$ cat src/rtl/register_file_sb_if.sv
// Register file bundle between ID/WB stages and the register file:
// read ports, writeback, issue marking, hazards and debug read.
interface register_file_sb_if #(
  parameter int DATA_W = 32,
  parameter int ADDR_W = 4
);
  logic [ADDR_W-1:0] src1;
  logic [ADDR_W-1:0] src2;
  logic [DATA_W-1:0] reg1;
  logic [DATA_W-1:0] reg2;
  logic              hazard1;
  logic              hazard2;
  logic              writeBackEn;
  logic [ADDR_W-1:0] Dest_wb;
  logic [DATA_W-1:0] Result_WB;
  logic              issue_en;
  logic [ADDR_W-1:0] issue_dest;
  logic [ADDR_W:0]   pending_count;
  logic [ADDR_W-1:0] dbg_sel;
  logic [DATA_W-1:0] dbg_data;

  modport master (
    output src1, src2, writeBackEn, Dest_wb, Result_WB,
    output issue_en, issue_dest, dbg_sel,
    input  reg1, reg2, hazard1, hazard2,
    input  pending_count, dbg_data
  );

  modport slave (
    input  src1, src2, writeBackEn, Dest_wb, Result_WB,
    input  issue_en, issue_dest, dbg_sel,
    output reg1, reg2, hazard1, hazard2,
    output pending_count, dbg_data
  );
endinterface

$ cat src/rtl/register_file_sb.sv
// Parametrised register file with writeback bypass, RAW pending
// scoreboard, pending counter and an unbypassed debug read port.
module register_file_sb #(
  parameter int DATA_W      = 32,
  parameter int ADDR_W      = 4,
  parameter int NUM_REGS    = 16,
  parameter bit RESET_INDEX = 1'b1,
  parameter bit BYPASS      = 1'b1
) (
  input logic               clk,
  input logic               rst,
  register_file_sb_if.slave rf
);

  localparam logic [ADDR_W:0] NR = NUM_REGS[ADDR_W:0];

  logic [DATA_W-1:0]   regs [NUM_REGS];
  logic [NUM_REGS-1:0] pend;
  logic [NUM_REGS-1:0] pend_n;
  logic [ADDR_W:0]     cnt;
  logic [ADDR_W:0]     cnt_n;

  logic wb_ok;
  logic iss_ok;
  logic s1_ok;
  logic s2_ok;
  logic dbg_ok;
  logic byp1;
  logic byp2;
  logic inc;
  logic dec;

  assign wb_ok  = rf.writeBackEn && ({1'b0, rf.Dest_wb} < NR);
  assign iss_ok = rf.issue_en && ({1'b0, rf.issue_dest} < NR);
  assign s1_ok  = {1'b0, rf.src1} < NR;
  assign s2_ok  = {1'b0, rf.src2} < NR;
  assign dbg_ok = {1'b0, rf.dbg_sel} < NR;

  // Forwarding only matters for in-range sources; the rest read as 0.
  assign byp1 = BYPASS && wb_ok && (rf.Dest_wb == rf.src1);
  assign byp2 = BYPASS && wb_ok && (rf.Dest_wb == rf.src2);

  assign rf.reg1 = byp1 ? rf.Result_WB :
                   s1_ok ? regs[rf.src1] : '0;
  assign rf.reg2 = byp2 ? rf.Result_WB :
                   s2_ok ? regs[rf.src2] : '0;

  assign rf.dbg_data = dbg_ok ? regs[rf.dbg_sel] : '0;

  assign rf.hazard1 = s1_ok && pend[rf.src1] && !byp1;
  assign rf.hazard2 = s2_ok && pend[rf.src2] && !byp2;

  assign rf.pending_count = cnt;

  always_comb begin
    pend_n = pend;
    for (int i = 0; i < NUM_REGS; i++) begin
      if (wb_ok && rf.Dest_wb == ADDR_W'(i))
        pend_n[i] = 1'b0;
      // A new producer overrides a same-cycle writeback.
      if (iss_ok && rf.issue_dest == ADDR_W'(i))
        pend_n[i] = 1'b1;
    end
  end

  always_comb begin
    inc = iss_ok && !pend[rf.issue_dest];
    dec = wb_ok && pend[rf.Dest_wb] &&
          !(iss_ok && rf.issue_dest == rf.Dest_wb);
    cnt_n = cnt;
    if (inc && !dec)
      cnt_n = cnt + 1'b1;
    else if (dec && !inc)
      cnt_n = cnt - 1'b1;
  end

  always_ff @(posedge clk) begin
    if (rst) begin
      for (int i = 0; i < NUM_REGS; i++)
        regs[i] <= RESET_INDEX ? DATA_W'(i) : '0;
      pend <= '0;
      cnt  <= '0;
    end else begin
      if (wb_ok)
        regs[rf.Dest_wb] <= rf.Result_WB;
      pend <= pend_n;
      cnt  <= cnt_n;
    end
  end

endmodule

$ cat src/flat_wrapper.sv
// flat-port wrapper written by rule: the top's interface ports become plain ports
module register_file_sb_flat 
#(
  parameter int DATA_W      = 32,
  parameter int ADDR_W      = 4,
  parameter int NUM_REGS    = 16,
  parameter bit RESET_INDEX = 1'b1,
  parameter bit BYPASS      = 1'b1
)
  (clk, rst, rf_src1, rf_src2, rf_writeBackEn, rf_Dest_wb, rf_Result_WB, rf_issue_en, rf_issue_dest, rf_dbg_sel, rf_reg1, rf_reg2, rf_hazard1, rf_hazard2, rf_pending_count, rf_dbg_data);
  register_file_sb_if #(.DATA_W(DATA_W), .ADDR_W(ADDR_W)) rf_i ();
  input logic clk;
  input logic rst;
  input wire logic [$bits(rf_i.src1)-1:0] rf_src1;
  input wire logic [$bits(rf_i.src2)-1:0] rf_src2;
  input wire logic [$bits(rf_i.writeBackEn)-1:0] rf_writeBackEn;
  input wire logic [$bits(rf_i.Dest_wb)-1:0] rf_Dest_wb;
  input wire logic [$bits(rf_i.Result_WB)-1:0] rf_Result_WB;
  input wire logic [$bits(rf_i.issue_en)-1:0] rf_issue_en;
  input wire logic [$bits(rf_i.issue_dest)-1:0] rf_issue_dest;
  input wire logic [$bits(rf_i.dbg_sel)-1:0] rf_dbg_sel;
  output wire logic [$bits(rf_i.reg1)-1:0] rf_reg1;
  output wire logic [$bits(rf_i.reg2)-1:0] rf_reg2;
  output wire logic [$bits(rf_i.hazard1)-1:0] rf_hazard1;
  output wire logic [$bits(rf_i.hazard2)-1:0] rf_hazard2;
  output wire logic [$bits(rf_i.pending_count)-1:0] rf_pending_count;
  output wire logic [$bits(rf_i.dbg_data)-1:0] rf_dbg_data;
  assign rf_i.src1 = rf_src1;
  assign rf_i.src2 = rf_src2;
  assign rf_i.writeBackEn = rf_writeBackEn;
  assign rf_i.Dest_wb = rf_Dest_wb;
  assign rf_i.Result_WB = rf_Result_WB;
  assign rf_i.issue_en = rf_issue_en;
  assign rf_i.issue_dest = rf_issue_dest;
  assign rf_i.dbg_sel = rf_dbg_sel;
  assign rf_reg1 = rf_i.reg1;
  assign rf_reg2 = rf_i.reg2;
  assign rf_hazard1 = rf_i.hazard1;
  assign rf_hazard2 = rf_i.hazard2;
  assign rf_pending_count = rf_i.pending_count;
  assign rf_dbg_data = rf_i.dbg_data;
  register_file_sb #(.DATA_W(DATA_W), .ADDR_W(ADDR_W), .NUM_REGS(NUM_REGS), .RESET_INDEX(RESET_INDEX), .BYPASS(BYPASS)) u_core (.clk(clk), .rst(rst), .rf(rf_i));
endmodule
$ cat config.mk
export PLATFORM = sky130hd
export DESIGN_NAME = register_file_sb_flat
export DESIGN_NICKNAME = d
export VERILOG_FILES = /design/src/rtl/register_file_sb_if.sv /design/src/rtl/register_file_sb.sv /design/src/flat_wrapper.sv
export SDC_FILE = /design/constraint.sdc
export NUM_CORES = 1
export LEC_CHECK = 0
export CORE_MARGIN = 3
export CORE_UTILIZATION = 55
export CTS_BUF_LIST = sky130_fd_sc_hd__clkbuf_2
export CTS_CLUSTER_DIAMETER = 120
export DETAILED_ROUTE_END_ITERATION = 10
export DONT_BUFFER_PORTS = 1
export PLACE_DENSITY_LB_ADDON = 0.1
export SYNTH_ARGS = -nofsm -noshare
export SYNTH_HDL_FRONTEND = slang
export SYNTH_SLANG_ARGS = --single-unit
$ cat constraint.sdc
create_clock -name clk -period 8.1 [get_ports clk]
set_clock_uncertainty 0.05 [all_clocks]
set_input_delay 2.43 -clock clk [delete_from_list [all_inputs] [get_ports clk]]
set_output_delay 2.43 -clock clk [all_outputs]
set_load 0.01 [all_outputs]
== Word-level counts from Yosys, hierarchy flattened ==
Memory sizes are Yosys's and may differ from the RTL's.
Cells that the tools add are included.
W data, S select, Z words.
Cells by class
  eq/ne operators: 33
  reduce and logical (&&, ||, !) cells: 68
  multiplexer cells: 52
  add/subtract/negate cells: 2
  order comparisons: 4
Operators with widths (count)
  $mux W32: 3
  $eq A4 B4 Y1 const B: 16
  $logic_and A1 B1 Y1: 42
  $mux W1: 42
  $reduce_bool A2 Y1: 17
  $eq A4 B3 Y1 const B: 8
  $reduce_or A32 Y1: 1
  $lt A4 B5 Y1 const B: 4
  $bmux W1 S4: 4
  $eq A4 B2 Y1 const B: 4
  $eq A4 B4 Y1: 3
  $mux W5: 2
  $eq A4 B1 Y1 const B: 2
  $logic_not A4 Y1: 2
  $logic_not A1 Y1: 6
  $add A5 B1 Y5 const B: 1
  $sub A5 B1 Y5 const B: 1
  $mux W4: 1
Storage, ports and cells
  logic and storage cells: 177
  output and inout port bits: 103
  bits in registers: 21
  input port bits: 56
  memories: 1
  bits in writable memories: 512
Memories
  u_core.regs: depth 16, bits a word 32, rd ports 3, clocked after Yosys merged registers in 0, wr ports 16, RTL line register_file_sb.sv:17  | logic [DATA_W-1:0] regs [NUM_REGS];

== Logic depth before layout (Yosys ltp) ==
  depth after elaboration: 8
  mapped depth: 14

== Worst setup path before layout ==
OpenSTA, ideal clock, no wires.
  path kind: input-to-output
  start: in rf_dbg_sel[0]
  end: out rf_dbg_data[11]
  buffers on the path: 2
  required time: 5.620 ns
  data arrival time: 4.037 ns
  path slack: 1.583 ns
  cell stages on the path: 4
  path through: buf_2 > buf_2 > mux4_2 > mux4_2
Between the ends
  word-level cells in the longest chain between the ends: 1
RTL lines
  from (decl): RTL line flat_wrapper.sv:21  | input wire logic [$bits(rf_i.dbg_sel)-1:0] rf_dbg_sel;
  $mem_v2 Z16 W32
  to (decl): RTL line flat_wrapper.sv:27  | output wire logic [$bits(rf_i.dbg_data)-1:0] rf_dbg_data;
Every way passes these cells.

== Worst setup path in the final report ==
  start: in rf_src2[0]
  end: out rf_reg2[24]
Between the ends
  word-level cells in the longest chain between the ends: 3
  elaborated cells on any way between the ends: 4
  classes of those cells: 1 x eq/ne; 1 x mux; 1 x reduce/logical; 1 x memory
RTL lines
  from (decl): RTL line flat_wrapper.sv:15  | input wire logic [$bits(rf_i.src2)-1:0] rf_src2;
  branches (longest 2 deep; another with $mem_v2 Z16 W32)
  $mux W32 (*): RTL line register_file_sb.sv:45  | assign rf.reg2 = byp2 ? rf.Result_WB :
  to (decl): RTL line flat_wrapper.sv:23  | output wire logic [$bits(rf_i.reg2)-1:0] rf_reg2;
Mark *: on every way between the ends.

==> flow_summary.ini <==
[global_routing]
grt_pass1_vias = 22430
grt-ovfl-total = 0
grt_max_degree = 134
grt_pass1_wl_um = 156300
antenna_found_initial = 4
grt_util_all_layers_pct = 34.89

[clock_tree]
clk_pin_slew_ns = 0.10
cts-root-buf = clkbuf_2
post_cts_buffers = 0
clk_path_buf_depth = 3
cts-htree-levels = 4
clock_sinks = 533
insertion_delay_ns = 1.31
cts_tree = built
cts-resized-gates = 0
cts_inserted_buffers = 144
cts.hold.buffers_added = 0

[critical_path]
worst-r2r-setup-slack_ns = 4.66
worstPathArrival_ns = 4.72
path_class = in2out
path_buf_inv = 1
required_ns = 5.62
path_max_fanout = 133
slowest_delay_ns = 0.85
critPathTopFamily = simple AND/OR/NAND/NOR gates
end_kind = primary output
startpoint_type = primary input
crit_chain = xor2_1 -> nor3_1 -> and3_2 -> buf_4 -> a2111oi_0 -> a211oi_1
worst_path_max_delay_cell = and3_2

[synth]
synth_top_area_share_pct = 46.29
synthDistinctLibCells = 40
synthCells = 2203
synthTopCellsByCount = 512 x edfxtp_1, 484 x and2_1, 438 x mux4_2
synth_area_mm2 = 0.03321
syn_avg_cell_area_um2 = 15.08
synth_warnings = 0
synth_seq_area_share_pct = 47.56
synthTopCellsByArea = edfxtp_1 46%, mux4_2 30%, and2_1 9.1%
yosysMostFrequentCell = edfxtp_1
synth_edf_count = 512
ys_ff_latch = 533
yosysTopAreaCell = edfxtp_1
yosys_most_used_dff = edfxtp_1
async_flop_share_pct = 0
syn_nets = 2265

[timing]
rsz0062_at_grt = false
setup_slack_ns = 0.8953
slew_headroom_pct = 12.73
timing.final.max_slew_violations = 0
setup_tns_ns = 0
finalSetupViolations = 0
timing_hold_violations_final = 0
fmax_mhz = 138.8
worst_slew_pin_slew_ns = 1.302
period_share_pct = 88.95
period_needed_ns = 7.205

[power]
vdd_drop_max_mv = 0.1098
p_switching_mw = 1.706
clock_power_share_pct = 31.2
p_int_mw = 4.407
p_sw_share_pct = 27.91
seqPwrFrac_pct = 54.1
p_per_area_mw_per_mm2 = 175.8
p_leak_nw = 11.76
comb_power_share_pct = 14.7

[placement]
portBuffers = 0
dp_hpwl_um = 58760
gp_congestion = 0.8158
place_ws_ns = 1.066

[status]
status = finished, final reports clean

[floorplanning]
core-area_mm2 = 0.05935
die_area_mm2 = 0.06337
rows = 89
start_util_pct = 55.95
die_w_um = 251.7
ios = 159
die_height_um = 251.7

[route]
drt-initial-drc-count = 2909
dr.pass1.iters = 6
routed_wirelength_um = 108500
vias_per_cell = 7.229
drc = 0
vias = 21920
ant_nets = 0
avgRoutedWirePerCell_um = 35.79

[run]
cap_violations = 0

[hold_path]
hp-class = reg2reg

[finish]
fin_nets = 2215
drive_gt1_share_pct = 33.07
syn_to_final_growth_pct = 4.698
nFillCells = 4664
power by group through the flow:
stage                     Combinational [mW]  Clock, mW  Sequential, mW
final                                  0.901       1.91            3.31
after global routing                   0.933       2.08            3.33
after CTS                              0.897       1.94            3.30
after detailed placement               0.893          0            3.36
after global placement                 0.892          0            3.34
after floorplan                        0.792          0            3.32
worst paths after layout:
check,startpoint,end,depth (start not counted)
setup / recovery,rf_src2[0],rf_reg2[24],6
hold / removal,u_core.pend[2],u_core.pend[2],2
setup reg to reg,u_core.pend[11],u_core.rf.pending_count[4],11
hold reg to reg,u_core.pend[2],u_core.pend[2],2
area by class of cell:
type                    count  area, um^2  share of cell area, %
clock inverters            33       156.4                 0.4498
diodes                      3       7.507                0.02159
multi-input cells        1409       16350                  47.03
clock buffers             216        1081                  3.109
inverters                  21       78.83                 0.2267
well taps                 773       967.2                  2.782
flip-flops and latches    533       15800                  45.43
repair buffers             44       330.3                 0.9500
worst min-delay path, cell delays in order, from the launching register on:
cell and delay (ns):
dfxtp_1 0.36, inv_1 0.06, o21ai_0 0.07
stage by stage:
step,instances,hold WS (ns),instance area [um^2],power [mW],util (%)
floorplan,2203,0.4105,33210,4.113,-
global placement,2780,0.4469,33530,4.233,56.49
detailed placement,2780,0.4513,33530,4.257,56.49
CTS,3029,0.4688,34760,6.135,58.57
global route,3030,0.5065,34770,6.343,58.57
finish,3032,0.4801,34770,6.113,58.58
logic make-up after synthesis:
group	share of synthesized area (%)
AOI/OAI and AO/OA	3.760
xor gates and xnor gates	0.3956
adders and majority gates	0.2487
buffers and inverters	3.549
DFF	47.56
muxes	31.64
and+or+nand+nor	12.85
flip-flops by register name, summed over array words and instances, names as in the netlist:
name,cells
u_core.regs,512
u_core.pend,16
u_core.rf.pending_count,5
routing by layer:
metal / vias up / global-route usage [%] / wire (um)
li1: 8743 / - / -
met1: 11360 / 45.21 / 39110
met2: 1559 / 55.21 / 52290
met3: 256 / 11.70 / 13340
met4: 0 / 13.39 / 3777
met5: - / 0.5263 / 0
cells in the final DEF (no fill, tap or decap), drive strengths merged, types with 2 or more instances in the layout:
master   instances
dfxtp           21
o22ai            3
diode            3
ha               5
xnor2            3
and2           485
and3b            2
nor3             8
a21o            16
nor3b            4
mux4           438
nand3            6
nand2           23
nor2            85
or3             30
nand2b           7
a2111oi         62
nor2b           67
buf             44
and3             4
edfxtp         512
a21oi            4
inv             24
clkbuf         216
a211oi          62
o21ai           13
clkinv          29
mux2i           63
xor2            12
Power figures use the tool's default switching activity.
